File: config.mk
export PLATFORM = sky130hd
export DESIGN_NAME = imu_sync_fifo
export DESIGN_NICKNAME = d
export VERILOG_FILES = /design/src/rtl/imu_sync_fifo.sv
export SDC_FILE = /design/constraint.sdc
export NUM_CORES = 1
export LEC_CHECK = 0
export ABC_AREA = 1
export CAP_MARGIN = 30
export CORE_MARGIN = 3
export CORE_UTILIZATION = 50
export CTS_CLUSTER_SIZE = 24
export DETAILED_ROUTE_END_ITERATION = 12
export GPL_ROUTABILITY_DRIVEN = 0
export PLACE_DENSITY = 0.68
export SETUP_SLACK_MARGIN = 0.05
export SKIP_LAST_GASP = 1
export SLEW_MARGIN = 20
export SYNTH_ARGS = -nofsm -noshare
export SYNTH_HDL_FRONTEND = slang
export SYNTH_SLANG_ARGS = --single-unit
File: constraint.sdc
create_clock -name clk -period 5.7 [get_ports clk]
set_input_delay 1.14 -clock clk [delete_from_list [all_inputs] [get_ports clk]]
set_output_delay 1.14 -clock clk [all_outputs]
set_load 0.05 [all_outputs]
File: src/rtl/imu_sync_fifo.sv
// First-word-fall-through FIFO for 64-bit time-aligned IMU samples.
// Overflow either rejects the incoming sample or evicts the oldest entry.
// Also reports fill level, a saturating overflow count and a sticky underflow flag.
module imu_sync_fifo #(
   parameter int unsigned DATA_W       = 64,
   parameter int unsigned DEPTH        = 16,
   parameter int unsigned AFULL_THRESH = 12,
   parameter bit          DROP_OLDEST  = 1'b0
) (
   input  logic                         clk,
   input  logic                         rst,
   input  logic                         wr_en,
   input  logic [DATA_W-1:0]            wr_data,
   input  logic                         fifo_read_en,
   output logic [DATA_W-1:0]            fifo_data_out,
   output logic                         fifo_empty,
   output logic                         full,
   output logic                         almost_full,
   output logic [$clog2(DEPTH+1)-1:0]   fill_level,
   output logic [15:0]                  overflow_cnt,
   output logic                         underflow_err
);

   localparam int unsigned PtrW = $clog2(DEPTH);
   localparam int unsigned CntW = $clog2(DEPTH + 1);

   logic [DATA_W-1:0] mem [DEPTH];

   logic [PtrW-1:0] wr_ptr_q, wr_ptr_d;
   logic [PtrW-1:0] rd_ptr_q, rd_ptr_d;
   logic [CntW-1:0] count_q, count_d;
   logic [15:0]     ovf_cnt_q, ovf_cnt_d;
   logic            uflow_q, uflow_d;

   logic is_empty, is_full;
   logic do_pop, do_write, evict, ovf_event, rd_adv;

   assign is_empty = (count_q == '0);
   assign is_full  = (count_q == CntW'(DEPTH));

   // Decode the per-edge action from the request pair and the current occupancy
   always_comb begin
      do_pop    = fifo_read_en & ~is_empty;
      ovf_event = wr_en & is_full & ~fifo_read_en;
      // Drop-oldest turns an overflow into a write plus an implicit pop of the head
      evict     = ovf_event & DROP_OLDEST;
      do_write  = wr_en & (~is_full | do_pop | evict);
      rd_adv    = do_pop | evict;
   end

   // Next-state for pointers, count and status registers
   always_comb begin
      wr_ptr_d  = wr_ptr_q;
      rd_ptr_d  = rd_ptr_q;
      count_d   = count_q;
      ovf_cnt_d = ovf_cnt_q;
      uflow_d   = uflow_q;

      if (do_write) begin
         wr_ptr_d = wr_ptr_q + PtrW'(1);
      end
      if (rd_adv) begin
         rd_ptr_d = rd_ptr_q + PtrW'(1);
      end
      if (do_write && !rd_adv) begin
         count_d = count_q + CntW'(1);
      end else if (rd_adv && !do_write) begin
         count_d = count_q - CntW'(1);
      end
      if (ovf_event && (ovf_cnt_q != 16'hFFFF)) begin
         ovf_cnt_d = ovf_cnt_q + 16'd1;
      end
      if (fifo_read_en && is_empty) begin
         uflow_d = 1'b1;
      end
   end

   // Control state with synchronous reset
   always_ff @(posedge clk) begin
      if (rst) begin
         wr_ptr_q  <= '0;
         rd_ptr_q  <= '0;
         count_q   <= '0;
         ovf_cnt_q <= '0;
         uflow_q   <= 1'b0;
      end else begin
         wr_ptr_q  <= wr_ptr_d;
         rd_ptr_q  <= rd_ptr_d;
         count_q   <= count_d;
         ovf_cnt_q <= ovf_cnt_d;
         uflow_q   <= uflow_d;
      end
   end

   // Sample storage; contents are not reset, the pointers make them unreachable
   always_ff @(posedge clk) begin
      if (!rst && do_write) begin
         mem[wr_ptr_q] <= wr_data;
      end
   end

   assign fifo_data_out = mem[rd_ptr_q];
   assign fifo_empty    = is_empty;
   assign full          = is_full;
   assign almost_full   = (count_q >= CntW'(AFULL_THRESH));
   assign fill_level    = count_q;
   assign overflow_cnt  = ovf_cnt_q;
   assign underflow_err = uflow_q;

endmodule

After elaboration in Yosys (flattened, before gate mapping):

Memories as Yosys holds them, arrays and structs flattened. A register that Yosys moved wholly into a read port is not among the register bits.
Cells that the tools add are included.

* register bits after elaboration: 30
* bits in writable memories: 1024
* input port bits: 68
* output and inout bits: 89
* logic and storage cells: 38
* memories: 1

* add/subtract/negate cells: 5
* $lt $le $gt $ge: 1
* equality and inequality tests: 2
* mux-type cells: 6
* bitwise logic cells: 8
* reductions and logical operators: 10

Memory list
* mem: words 16, bits a word 64, read ports 1, clocked after Yosys merged registers in 1, write ports 1, RTL line 27 `logic [DATA_W-1:0] mem [DEPTH];`

Operators with widths (count)
* 16-bit by 1-bit adder with 16-bit output (second input constant): 1
* 16-bit inequality test (second input constant): 1
* 5-bit two-way mux: 2
* 4-bit by 1-bit adder with 4-bit output (second input constant): 2
* 4-bit two-way mux: 2
* 5-bit by 1-bit adder with 5-bit output (second input constant): 1
* 5-bit equality test (second input constant): 1
* 5-bit by 4-bit >= comparator with 1-bit output (second input constant): 1
* 1-bit logical AND: 5
* 5-bit zero test: 1
* 5-bit by 1-bit subtractor with 5-bit output (second input constant): 1
* 1-bit bitwise AND: 4
* 1-bit zero test: 3
* 1-bit inverter: 3
* 1-bit two-way mux: 2
* 2-bit nonzero test: 1
* 1-bit bitwise OR: 1

Longest topological paths before layout:

* depth in word-level cells: 9
* mapped depth: 15
* mapped depth without buffers: 15

Worst setup path after synthesis:

Ideal clock, no wire load.

* path kind: input port to flip-flop
* start point: in fifo_read_en
* end point: mem mem[0][0], enable pin
* library setup time: 0.486 ns
* arrival: 4.437 ns
* data required time: 5.214 ns
* path slack: 0.777 ns
* cell stages on the path: 6
* path buffers: 0
* cells stage by stage: inv_1 > nand4_2 > nand2_1 > nor2_1 > nand2_1 > nor2_1

* word-level cells in the longest chain between the ends: 6

Ends and longest elaborated chain
* start: declaration: RTL line 14 `input logic fifo_read_en,`
* 1-bit bitwise AND: RTL line 43 `do_pop = fifo_read_en & ~is_empty;`
* 1-bit bitwise OR: RTL line 47 `do_write = wr_en & (~is_full | do_pop | evict);`
* 1-bit bitwise AND: RTL line 47
* 1-bit logical AND: RTL line 97 `if (!rst && do_write) begin`
* 1-bit two-way mux: RTL line 97
* 1-bit two-way mux (not written as such): RTL line 98 `mem[wr_ptr_q] <= wr_data;`
* end: declaration: RTL line 27

Every way passes these cells.

==> results.yml <==
clocking:
  cts.clk_slew.worst_paths_ps: 60
  root_buffer: "clkbuf_16"
  clkSinkCount: 1058
  post_cts_resized: 0
  postCtsHoldBufs: 0
  cts-htree-levels: 3
  cts_tree: "built"
  insertion_delay_ps: 680
  postCtsSetupRepairBufs: 0
  cts_made_buffers: 107
  clock_path_buffers: 3
sta:
  hold_viol_final: 0
  timing.final.crit_share_pct: 82.8
  final_max_slew_viol_count: 0
  rsz0062_at_grt: "no"
  finalWorstSetupSlack_ps: 979
  clock_skew_ps: 30.1
  layout_min_cycle_time_ps: 4720
  max_freq_mhz: 212
  max_slew_margin_pct: 33.2
  setup_viol_count_final: 0
  setup_tns_ps: 0
  worst_pin_slew_ps: 1000
final_layout:
  drive_gt1_share_pct: 12.4
  num-nets-final: 3729
  fin_cells: 4900
  syn_to_final_growth_pct: 14.0
  nFillCells: 6931
route:
  antenna_left: 0
  num_vias: 26763
  drc_errors: 0
  drt_iter0_drc: 2249
  routed_via_density: 5.46
  wl_um: 97400
  drtPass1Iterations: 7
  drt-wirelength-per-cell_um: 19.9
die:
  core_area_um2: 87300
  dieArea_um2: 92200
  pin_count: 157
  die_x_um: 304
  start_util_pct: 50.7
  dieHeight_um: 304
  rows: 108
grt:
  grt_antenna_before_repair: 3
  grt_pass1_wl_um: 152000
  grt_overflow: 0
  first_global_vias: 26426
  grt_max_degree: 109
  grtUsageTotal_pct: 21.0
logic_synthesis:
  synthDistinctLibCells: 34
  syn-num-nets: 3597
  synth_edf_count: 1024
  synth_common_cells: "edfxtp_1, inv_1, nand3_1"
  async_flop_share_pct: 0
  synth.cell_area_um2: 44300
  synth-seq-cells: 1058
  avgSynthCellArea_um2: 12.6
  ys_seq_area_share_pct: 71.0
  synth_top_area_share_pct: 69.4
  ys_warn_count: 0
  syn_inst: 3518
  yosysTopAreaCell: "edfxtp_1"
  synth_area_leaders: "edfxtp_1, inv_1, nand3_1, o211ai_1, a21oi_2"
  synth_ff_type: "edfxtp_1"
  synth.most_common_cell: "edfxtp_1"
setup_path:
  crit_type: "reg2out"
  critical_path.max_stage_delay_ps: 750
  crit_chain: "buf_4 > nand2_1 > o211ai_1 > nand3_1 > nand3_1 > nand2_1 > clkdlybuf4s50_1"
  cpMaxStageDelayCell: "dfxtp_4"
  cp-start-kind: "flip-flop"
  crit_family: "buffers and inverters"
  endpoint_kind: "output pin"
  cp.arrival_ps: 3580
  required_ps: 4560
  cp_max_fo: 69
  crit_buf_inv: 2
worst_hold_path:
  hold_class: "reg2reg"
flow_run:
  drv_cap: 0
placed_design:
  dpl.hpwl_um: 51900
  post-place-ws_ps: 1510
  portBuffers: 156
  place_inst: 4696
outcome:
  status: "complete, no violations"
power:
  ir_drop_mv: 0.267
  leakagePower_nw: 17.8
  power_density_nw_per_um2: 415
  power_mw: 20.9
==> cell type report <==
| type | instances | area (um^2) | area share (%) |
|---|---|---|---|
| antenna | 3 | 7.51 | 0.0149 |
| clock buffer | 131 | 2800 | 5.54 |
| clock inverter | 70 | 577 | 1.14 |
| inverter | 549 | 2070 | 4.10 |
| multi-input combinational | 1695 | 9580 | 19.0 |
| sequential | 1058 | 31400 | 62.3 |
| tap | 1155 | 1450 | 2.86 |
| timing repair buffer | 239 | 2560 | 5.07 |
==> placed cells by master, fill, tap and decap left out, types with 3 or more instances in the layout <==
| master | count |
|---|---|
| diode_2 | 3 |
| bufinv_16 | 6 |
| xor2_1 | 6 |
| dfxtp_4 | 4 |
| xnor2_1 | 5 |
| o211ai_1 | 256 |
| clkdlybuf4s50_1 | 156 |
| ha_1 | 10 |
| inv_1 | 544 |
| clkbuf_1 | 22 |
| nor2_1 | 35 |
| nand3_1 | 396 |
| nand2_2 | 5 |
| clkbuf_16 | 108 |
| o21ai_1 | 212 |
| nor2_4 | 19 |
| clkinv_1 | 28 |
| o21ai_0 | 62 |
| buf_12 | 30 |
| dfxtp_1 | 30 |
| nand2_1 | 394 |
| edfxtp_1 | 1024 |
| nand4_1 | 4 |
| a21oi_2 | 185 |
| nor2_2 | 6 |
| buf_4 | 53 |
| a21oi_1 | 92 |
| clkinv_2 | 24 |
| inv_6 | 8 |
==> power by group <==
part           leakage (nW)  total [mW]  internal, mW  switching (mW)
Combinational          6.63        5.45          1.86            3.59
Sequential             9.50        8.78          8.64           0.135
Clock                  1.65        6.70          3.78            2.92
==> metrics by stage <==
stage               utilization [%]  hold WS, ps  cell area, um^2
finish                         57.8          471            50500
global placement               54.0          454            47100
floorplan                         -          459            44300
global route                   57.8          534            50500
CTS                            57.8          485            50500
detailed placement             54.0          470            47100
==> state kept, by name, summed over array words and instances, names as in the netlist, named ones only <==
| name | cells |
|---|---|
| overflow_cnt | 16 |
| rd_ptr_q | 4 |
| mem | 1024 |
| underflow_err | 1 |
| wr_ptr_q | 4 |
| fill_level | 5 |
==> worst register-to-register path, cell delays in order, from the launching register on <==
cell     delay (ps)
dfxtp_1         390
nor2_1           90
nand4_2         100
nand2_1         220
nor2_1          290
nand2_1         290
nor2_4          740
buf_4           440
==> cells by family after synthesis <==
| family | share of synthesized area [%] |
|---|---|
| flops | 71.0 |
| simple gates | 8.67 |
| compound gates | 12.1 |
| buf+inv | 7.67 |
| xor+xnor | 0.218 |
| fa+ha+maj | 0.328 |
==> metal layers <==
metal	part of all wire, %	global-route usage [%]	wire length (um)
met4	2.4	6.58	2390
met1	43	28.2	42100
met5	0	0	0
met2	49	35.6	48200
met3	4.9	2.89	4820
==> path summary, 6_finish.rpt <==
check | cells past startpoint | startpoint | slack [ps] | endpoint
worst max-delay path | 7 | flip-flop | 980 | fifo_data_out[57]
worst min-delay path | 2 | underflow_err | 470 | underflow_err
worst max register to register | 7 | fill_level[2] | 2800 | mem[3][15]
worst min register to register | 2 | underflow_err | 470 | underflow_err
Power figures use the tool's default switching activity.
